`src/rtl/bq_coeff_pkg.sv`:
```
// bq_coeff_pkg: register offsets, coefficient group geometry and control
// bit positions shared by the biquad coefficient loader.
package bq_coeff_pkg;
   typedef enum logic [2:0] {GRP_BA, GRP_C, GRP_AP, GRP_F, GRP_G, GRP_DFG, GRP_EGF} grp_e;
   localparam int NGRP = int'(GRP_EGF) + 1;
   localparam int NCOEFF_PER_STAGE = 25;
   localparam logic [6:0] OFF_CTRL = 7'h00;
   localparam logic [6:0] OFF_BA = 7'h04;
   localparam logic [6:0] OFF_C = 7'h08;
   localparam logic [6:0] OFF_AP = 7'h0C;
   localparam logic [6:0] OFF_F = 7'h10;
   localparam logic [6:0] OFF_G = 7'h14;
   localparam logic [6:0] OFF_DFG = 7'h18;
   localparam logic [6:0] OFF_EGF = 7'h1C;
   localparam logic [6:0] GRP_OFF [NGRP] = '{OFF_BA, OFF_C, OFF_AP, OFF_F, OFF_G, OFF_DFG, OFF_EGF};
   localparam int GRP_DEPTH [NGRP] = '{2, 4, 2, 7, 8, 1, 1};
   // first element of each group within a stage's packed coefficient slice
   localparam int GRP_BASE [NGRP] = '{0, 2, 6, 8, 15, 23, 24};
   localparam int CTRL_UPDATE = 0;
   localparam int CTRL_BQRST = 1;
   localparam int CTRL_CLEAR = 2;
endpackage

```
`src/rtl/bq_coeff_group.sv`:
```
// bq_coeff_group: staging chain for one coefficient group with wrapping
// write counter, sticky overflow and commit to live outputs.
module bq_coeff_group #(
   parameter int DEPTH = 2,
   parameter int COEFF_W = 18
) (
   input  logic                     wbclk,
   input  logic                     rst,
   input  logic                     wr,
   input  logic                     commit,
   input  logic                     clr,
   input  logic [COEFF_W-1:0]       din,
   output logic [DEPTH*COEFF_W-1:0] live,
   output logic [3:0]               cnt,
   output logic                     ovf,
   output logic                     full
);
   logic [COEFF_W-1:0] stg [DEPTH];
   logic [3:0] idx;
   assign full = cnt == 4'(DEPTH);
   // a write into a full group wraps back to element 0
   assign idx = full ? 4'd0 : cnt;
   always_ff @(posedge wbclk or posedge rst)
      if (rst) begin
         for (int i = 0; i < DEPTH; i++) stg[i] <= '0;
         live <= '0;
         cnt <= '0;
         ovf <= 1'b0;
      end else begin
         for (int i = 0; i < DEPTH; i++) begin
            if (wr && idx == 4'(i)) stg[i] <= din;
            if (commit) live[i*COEFF_W +: COEFF_W] <= stg[i];
         end
         cnt <= (commit || clr) ? 4'd0 : wr ? idx + 4'd1 : cnt;
         ovf <= clr ? 1'b0 : (wr && full) ? 1'b1 : ovf;
      end
endmodule

```
`src/rtl/biquad_coeff_loader.sv`:
```
// biquad_coeff_loader: wishbone coefficient staging/commit engine with
// per-stage update strobes and timed biquad reset pulses.
module biquad_coeff_loader
   import bq_coeff_pkg::*;
#(
   parameter int NBQ = 2,
   parameter int ADR_W = 8,
   parameter int COEFF_W = 18,
   parameter int RESET_CYCLES = 32
) (
   input  logic                               wb_clk_i,
   input  logic                               wb_rst_i,
   input  logic                               wb_cyc_i,
   input  logic                               wb_stb_i,
   input  logic                               wb_we_i,
   input  logic [3:0]                         wb_sel_i,
   input  logic [ADR_W-1:0]                   wb_adr_i,
   input  logic [31:0]                        wb_dat_i,
   output logic [31:0]                        wb_dat_o,
   output logic                               wb_ack_o,
   output logic [NBQ*NCOEFF_PER_STAGE*COEFF_W-1:0] coeff_o,
   output logic [NBQ-1:0]                     update_o,
   output logic [NBQ-1:0]                     bq_reset_o
);
   localparam int SW = ADR_W - 7;
   localparam int RW = $clog2(RESET_CYCLES + 1);
   logic acc;
   logic [SW-1:0] stage;
   logic [6:0] off;
   logic [NBQ-1:0] ctl_v, upd_v, fail_v, clr_v, bqr_v;
   logic [3:0] cnt [NBQ][NGRP];
   logic [NGRP-1:0] ovf [NBQ];
   logic [NGRP-1:0] full [NBQ];
   logic [NBQ-1:0] err;
   logic [RW-1:0] rcnt [NBQ];
   logic [31:0] rdata;
   logic unused_ok;
   assign unused_ok = &{1'b0, wb_sel_i, wb_dat_i[31:COEFF_W]};
   assign acc = wb_cyc_i && wb_stb_i && !wb_ack_o;
   assign stage = wb_adr_i[ADR_W-1:7];
   assign off = wb_adr_i[6:0];
   for (genvar s = 0; s < NBQ; s++) begin : g_stage
      logic hit;
      assign hit = acc && wb_we_i && stage == SW'(s);
      assign ctl_v[s] = hit && off == OFF_CTRL;
      assign upd_v[s] = ctl_v[s] && wb_dat_i[CTRL_UPDATE] && &full[s];
      assign fail_v[s] = ctl_v[s] && wb_dat_i[CTRL_UPDATE] && !(&full[s]);
      assign clr_v[s] = ctl_v[s] && wb_dat_i[CTRL_CLEAR];
      assign bqr_v[s] = ctl_v[s] && wb_dat_i[CTRL_BQRST];
      assign bq_reset_o[s] = rcnt[s] != '0;
      for (genvar g = 0; g < NGRP; g++) begin : g_grp
         bq_coeff_group #(.DEPTH(GRP_DEPTH[g]), .COEFF_W(COEFF_W)) u_grp (
            .wbclk  (wb_clk_i),
            .rst    (wb_rst_i),
            .wr     (hit && off == GRP_OFF[g]),
            .commit (upd_v[s]),
            .clr    (clr_v[s]),
            .din    (wb_dat_i[COEFF_W-1:0]),
            .live   (coeff_o[(s*NCOEFF_PER_STAGE + GRP_BASE[g])*COEFF_W +: GRP_DEPTH[g]*COEFF_W]),
            .cnt    (cnt[s][g]),
            .ovf    (ovf[s][g]),
            .full   (full[s][g])
         );
      end
   end
   always_comb begin
      rdata = '0;
      for (int s = 0; s < NBQ; s++)
         if (stage == SW'(s)) begin
            if (off == OFF_CTRL) rdata = {17'b0, ovf[s], 6'b0, err[s], &full[s]};
            for (int g = 0; g < NGRP; g++)
               if (off == GRP_OFF[g]) rdata = {28'b0, cnt[s][g]};
         end
   end
   always_ff @(posedge wb_clk_i or posedge wb_rst_i)
      if (wb_rst_i) begin
         wb_ack_o <= 1'b0;
         wb_dat_o <= '0;
         update_o <= '0;
         err <= '0;
         for (int s = 0; s < NBQ; s++) rcnt[s] <= '0;
      end else begin
         wb_ack_o <= acc;
         if (acc && !wb_we_i) wb_dat_o <= rdata;
         update_o <= upd_v;
         // a failed UPDATE sets ERR unless CLEAR in the same write wipes it
         for (int s = 0; s < NBQ; s++) begin
            err[s] <= clr_v[s] ? 1'b0 : fail_v[s] ? 1'b1 : err[s];
            rcnt[s] <= bqr_v[s] ? RW'(RESET_CYCLES) : rcnt[s] - RW'(rcnt[s] != '0);
         end
      end
endmodule

```
`config.mk`:
```
export PLATFORM = sky130hd
export DESIGN_NAME = biquad_coeff_loader
export DESIGN_NICKNAME = d
export VERILOG_FILES = /design/src/rtl/bq_coeff_pkg.sv /design/src/rtl/bq_coeff_group.sv /design/src/rtl/biquad_coeff_loader.sv
export SDC_FILE = /design/constraint.sdc
export NUM_CORES = 2
export LEC_CHECK = 0
export CORE_MARGIN = 3
export CORE_UTILIZATION = 35
export DETAILED_ROUTE_END_ITERATION = 8
export PLACE_DENSITY_LB_ADDON = 0.25
export SLEW_MARGIN = 15
export SYNTH_ARGS = -nofsm -noshare
export SYNTH_HDL_FRONTEND = slang
export SYNTH_HIERARCHICAL = 1
export SYNTH_SLANG_ARGS = --single-unit
```
`constraint.sdc`:
```
create_clock -name wb_clk_i -period 17.6 [get_ports wb_clk_i]
set_clock_uncertainty 0.15 [all_clocks]
set_input_delay 5.28 -clock wb_clk_i [delete_from_list [all_inputs] [get_ports wb_clk_i]]
set_output_delay 5.28 -clock wb_clk_i [all_outputs]
set_load 0.005 [all_outputs]
```
-- After elaboration in Yosys (flattened, before gate mapping)
Cells that the tools add are included.
- flip-flop bits (word level): 1919
- input port bits: 49
- output and inout bits: 937
- word-level logic and storage cells: 418
- $add $sub $neg: 16
- equality and inequality tests: 57
- muxes and demuxes: 94
- bitwise operators: 1
- reduce and logical (&&, ||, !) cells: 151
- operators with widths (kind ; count):
    $mux W32 ; 16
    $mux W4 ; 42
    $logic_and A1 B1 Y1 ; 96
    $eq A4 B3 Y1 const B ; 18
    $eq A4 B2 Y1 const B ; 16
    $reduce_bool A2 Y1 ; 30
    $add A4 B1 Y4 const B ; 14
    $eq A4 B1 Y1 const B ; 14
    $logic_not A4 Y1 ; 14
    $mux W1 ; 32
    $mux W15 ; 2
    $eq A7 B5 Y1 const B ; 4
    $eq A7 B4 Y1 const B ; 2
    $reduce_and A7 Y1 ; 2
    $mux W6 ; 2
    $reduce_bool A6 Y1 ; 2
    $sub A6 B1 Y6 ; 2
    $eq A4 B4 Y1 const B ; 2
    $eq A7 B3 Y1 const B ; 1
    $logic_not A7 Y1 ; 1
    $logic_not A1 Y1 ; 4
    $logic_or A1 B1 Y1 ; 2
    $not A1 Y1 ; 1

-- Longest topological paths before layout
- word-level depth: 20
- mapped depth: 12
- mapped depth without buffers: 11

-- Hierarchy
The synthesis kept the hierarchy.
- modules (own cells, without submodules) (module ; instances ; cells an instance ; area an instance (um^2) ; sequential area each (um^2)):
    bq_coeff_group (g_stage[0].g_grp[4].u_grp ...) ; 2 ; 646 ; 11285.8 ; 7332.0
    bq_coeff_group (g_stage[0].g_grp[3].u_grp ...) ; 2 ; 572 ; 9850.7 ; 6431.2
    bq_coeff_group (g_stage[0].g_grp[0].u_grp ...) ; 4 ; 178 ; 2990.4 ; 1926.8
    bq_coeff_group (g_stage[0].g_grp[5].u_grp ...) ; 4 ; 98 ; 1616.6 ; 1026.0
    bq_coeff_group (g_stage[0].g_grp[1].u_grp) ; 1 ; 337 ; 5791.8 ; 3728.6
    bq_coeff_group (g_stage[1].g_grp[1].u_grp) ; 1 ; 338 ; 5774.3 ; 3728.6
    biquad_coeff_loader ; 1 ; 274 ; 2250.9 ; 700.7

-- Least setup slack after synthesis
No wires, ideal clock.
- path kind: input-to-reg
- start point: in wb_adr_i[5]
- end point: reg g_stage[0].g_grp[3].u_grp.live[0]
- setup time: 0.125 ns
- data arrival time: 8.292 ns
- required time: 17.325 ns
- slack: 9.033 ns
- cell stages on the path: 8
- cell sequence: nor4_2 -> and3_1 -> buf_2 -> nand2_1 -> nor3_1 -> clkbuf_1 -> buf_2 -> mux2_2
- cells in the longest elaborated chain, start to end: 4
- ends and longest elaborated chain (element ; line ; text):
    from (decl) ; biquad_coeff_loader.sv:17 ; input logic [ADR_W-1:0] wb_adr_i,
    $logic_not A7 Y1 ; biquad_coeff_loader.sv:45 ; assign ctl_v[s] = hit && off == OFF_CTRL;
    $logic_and A1 B1 Y1 ; biquad_coeff_loader.sv:45 ;
    $logic_and A1 B1 Y1 (2 in series) ; biquad_coeff_loader.sv:46 ; assign upd_v[s] = ctl_v[s] && wb_dat_i[CTRL_UPDATE] && &full[s];
    net upd_v[0] ; biquad_coeff_loader.sv:30 ; logic [NBQ-1:0] ctl_v, upd_v, fail_v, clr_v, bqr_v;
    to (signal, indexed assignment) ; bq_coeff_group.sv:32 ; if (commit) live[i*COEFF_W +: COEFF_W] <= stg[i];
    to (decl) ; bq_coeff_group.sv:13 ; output logic [DEPTH*COEFF_W-1:0] live,
The timed path passes the listed nets, and every way through them passes these cells.
A chain may end at the register's enable or synchronous reset.

-- Final worst setup path
- start point: in wb_adr_i[4]
- end point: reg g_stage[0].g_grp[1].u_grp.live[3]
- cells in the longest elaborated chain, start to end: 4
- ends and longest elaborated chain (element ; line):
    $logic_not A7 Y1 ; biquad_coeff_loader.sv:45
    $logic_and A1 B1 Y1 ; biquad_coeff_loader.sv:45
    $logic_and A1 B1 Y1 (2 in series) ; biquad_coeff_loader.sv:46
    net upd_v[0] ; biquad_coeff_loader.sv:30
    to (signal, indexed assignment) ; bq_coeff_group.sv:32
    to (decl) ; bq_coeff_group.sv:13
The timed path passes the listed nets, and every way through them passes these cells.

==> results.md <==
* Int Pwr at 6.952 mW
* Setup violations, final at 0
* Required time of the critical path at 18.15 ns
* Sequential power share at just under 50%
* Layout area overhead at 25.39%
* Synth warn at 6
* Worst-path clk slew at around 0.060 ns
* CTS buffer count at 200
* Routed WL at 221.7 mm
* Post_cts resized at 0
* CTS Root Buffer Type: clkbuf_16
* Final TNS setup at 0 ns
* DIE WIDTH at 467.4 um
* Area of the multi-input gates at 0.02545 sq mm
* Fin crit share at 53.56%
* WL per Instance at between 20 and 30 um
* Clock Latency Late Sink at 0.83 ns
* Worst slew margin at 23.67%
* Die Ht at 467.4 um
* H-Tree Depth at 4
* Worst setup SP type: input port
* Sink Count at 1898
* Drt first pass iters at 5
* Final net count at around 5600
* Clk pwr share at 47.9%
* LEAKAGE at 45.58 nW
* Post-synth top area share at 63.74%
* Final GP Congestion at 0.8197
* Via Count at 41540
* Postcts setup bufs at 0
* Vias per inst at 4.889
* Hold_buf cts at 0
* Max-cap viol count at 0
* Hold violation count in the final report at 0
* GRT Total Usage at 20.08%
* Setup ws final at 8.173 ns
* Async S/R FF share, synth at 100.0%
* Maximum vdd ir drop at 0.0001038 V
* Avg Inst Size Synth at between 15 and 20 sq um
* Synth top area cells: dfrtp_1 64%, mux2_2 23%, mux2_4 5.6%
* Main synth FF type: dfrtp_1
* Status: finished clean
* Max-slew violations at 0
* Most frequent cells in the layout: 1898 x dfrtp_1, 1516 x mux2_2, 926 x clkdlybuf4s50_1, 278 x mux2_4, 202 x clkbuf_16
* WP data arrival at 9.98 ns
* Dpl hpwl at roughly 140 mm
* Fmax at roughly 0.11 GHz
* Total congestion overflow at 0
* Fin util at 44.36%
* Starting Density at 35.38%
* First-pass GRT wire length at approximately 320 mm
* DR iter-0 viols at 2462
* Sequential share of the synthesized area at 63.74%
* Layout cell share with drive strength beyond 1 at between 40% and 50%
* Sw Ratio at 22.38%
* Vias in the first global route at 43770
* Synth Cell Area at 0.07452 sq mm
* Largest net degree at the start of global routing at 155
* EDFF count, synth at 0
* Worst Max-Slew Pin Slew at 1.145 ns
* Die footprint at 0.2185 sq mm
* Core Region at approximately 0.21 sq mm
* IO Port Bufs at between 900 and 1000
* Antenna Nets Post-Route at 0
* Fillers at 18810
* Switching Power at 2.005 mW
* Pre-CTS setup slack at 7.491 ns
* Io pins at between 900 and 1000
* Largest area contributor in the netlist: dfrtp_1
* Seq cells post-synth at 1898
* Initial antenna violation count at 23
* Critical path fanouts, max at 149
* Setup crit end kind: flop
* Min-Delay Path Class: flop to flop
* Netlist cell types at 77
* Synthesized instance count at 4489
* # DRC at 0
* Register area at 0.04750 sq mm
* # rows at 168
* RSZ-0062 raised after global routing: false
* Commonest non-fill, non-tap cell in the layout: dfrtp_1
* Setup CP Type: input port to flop
* P per Cell Area at 95.86 mW/mm^2
* CTS max path bufs at 3
* Minimum clock period after layout at around 9.4 ns
* CTS tree: yes
* Comb pwr share at under 10%
* Reg2Reg Setup Slack at 12.81 ns
## worst max-delay path, cell delays in order
cell             delay [ns]
clkdlybuf4s50_1        0.89
inv_1                  0.55
and3_1                 0.38
nand2_1                0.16
nor3_2                 0.44
buf_12                 0.59
buf_4                  0.90
mux2_2                 0.41
## flip-flops by register name, summed over array words and instances, names as in the netlist
register / count
wb_ack_o: 1
err: 2
g_stage.g_grp.u_grp/ovf: 14
rcnt: 12
update_o: 2
g_stage.g_grp.u_grp/live: 900
wb_dat_o: 11
g_stage.g_grp.u_grp/stg: 900
g_stage.g_grp.u_grp/cnt: 56
## final timing paths
kind	startpoint	to	depth (start not counted)
worst max-delay path	wb_adr_i[4]	g_stage[0].g_grp[1].u_grp/live[3]	8
worst min-delay path	g_stage[1].g_grp[3].u_grp/stg[119]	g_stage[1].g_grp[3].u_grp/live[11]	1
worst max register to register	g_stage[0].g_grp[4].u_grp/cnt[0]	g_stage[0].g_grp[1].u_grp/live[3]	9
worst min register to register	g_stage[1].g_grp[3].u_grp/stg[119]	g_stage[1].g_grp[3].u_grp/live[11]	1
max in group asynchronous	wb_rst_i	g_stage[0].g_grp[4].u_grp/live[49]	5
min in group asynchronous	wb_rst_i	g_stage[1].g_grp[2].u_grp/stg[7]	3
## per-stage QoR
stage | cell area, sq um | total power [mW] | hold WS, ns | std cells
after global routing | 93410 | 9.310 | 0.3507 | 8487
after detailed placement | 86650 | 4.756 | 0.3214 | 8113
after floorplan | 74590 | 4.609 | 0.3022 | 4509
after global placement | 86640 | 4.751 | 0.3132 | 8112
final | 93440 | 8.957 | 0.3275 | 8496
after CTS | 93390 | 9.110 | 0.3355 | 8478
## final cells by class
type                       count  share of cell area [%]
clock buffer                 303                   6.341
sequential                  1898                   50.83
clock inverter                62                  0.8677
antenna                       18                 0.04821
tap                         2805                   3.756
multi-input combinational   2349                   27.23
timing repair buffer        1015                   10.69
inverter                      46                  0.2317
## layer usage
metal	share of wire, %	vias up	track usage, %
li1	-	17980	-
met1	42	22010	25.96
met2	45	1232	30.42
met3	9.9	319	8.046
met4	3.5	2	7.141
met5	0.0032	-	0
## cells in the mapped netlist, drive strengths merged, types with 2 or more instances
library cell	instances
nand4b	7
a2111oi	2
o21ai	26
clkbuf	26
and2b	4
dfrtp	1898
nor2	73
or3	10
a21boi	2
and3	12
nor4b	12
o211ai	2
nand4	15
nand2b	16
or3b	2
a21oi	23
nor4	17
o21a	3
xor2	26
mux2i	28
ha	30
and3b	5
nor3	52
nand2	69
nand3b	2
a31oi	11
xnor2	6
a41oi	2
a221oi	3
a22oi	3
o22ai	5
buf	190
nor2b	7
inv	46
o221ai	5
mux2	1804
and4	2
a211oi	2
nand3	31
## cells by family after synthesis
group	count (synthesis)	synth area share, %
buf+inv	262	2.294
simple gates	339	3.190
compound gates	94	0.8261
fa+ha+maj	30	0.5037
other cells	1	0.005032
mux	1833	29.07
xor+xnor	32	0.3761
flops	1898	63.74
## power groups by stage
stage	clock network [mW]	registers, mW	logic [mW]
6_report	4.29	4.40	0.261
5_1_grt	4.61	4.40	0.293
4_1_cts	4.43	4.40	0.275
3_5_place_dp	0	4.48	0.274
3_3_place_gp	0	4.48	0.270
2_1_floorplan	0	4.48	0.130
Note: power is estimated with default switching activity, not from simulation.
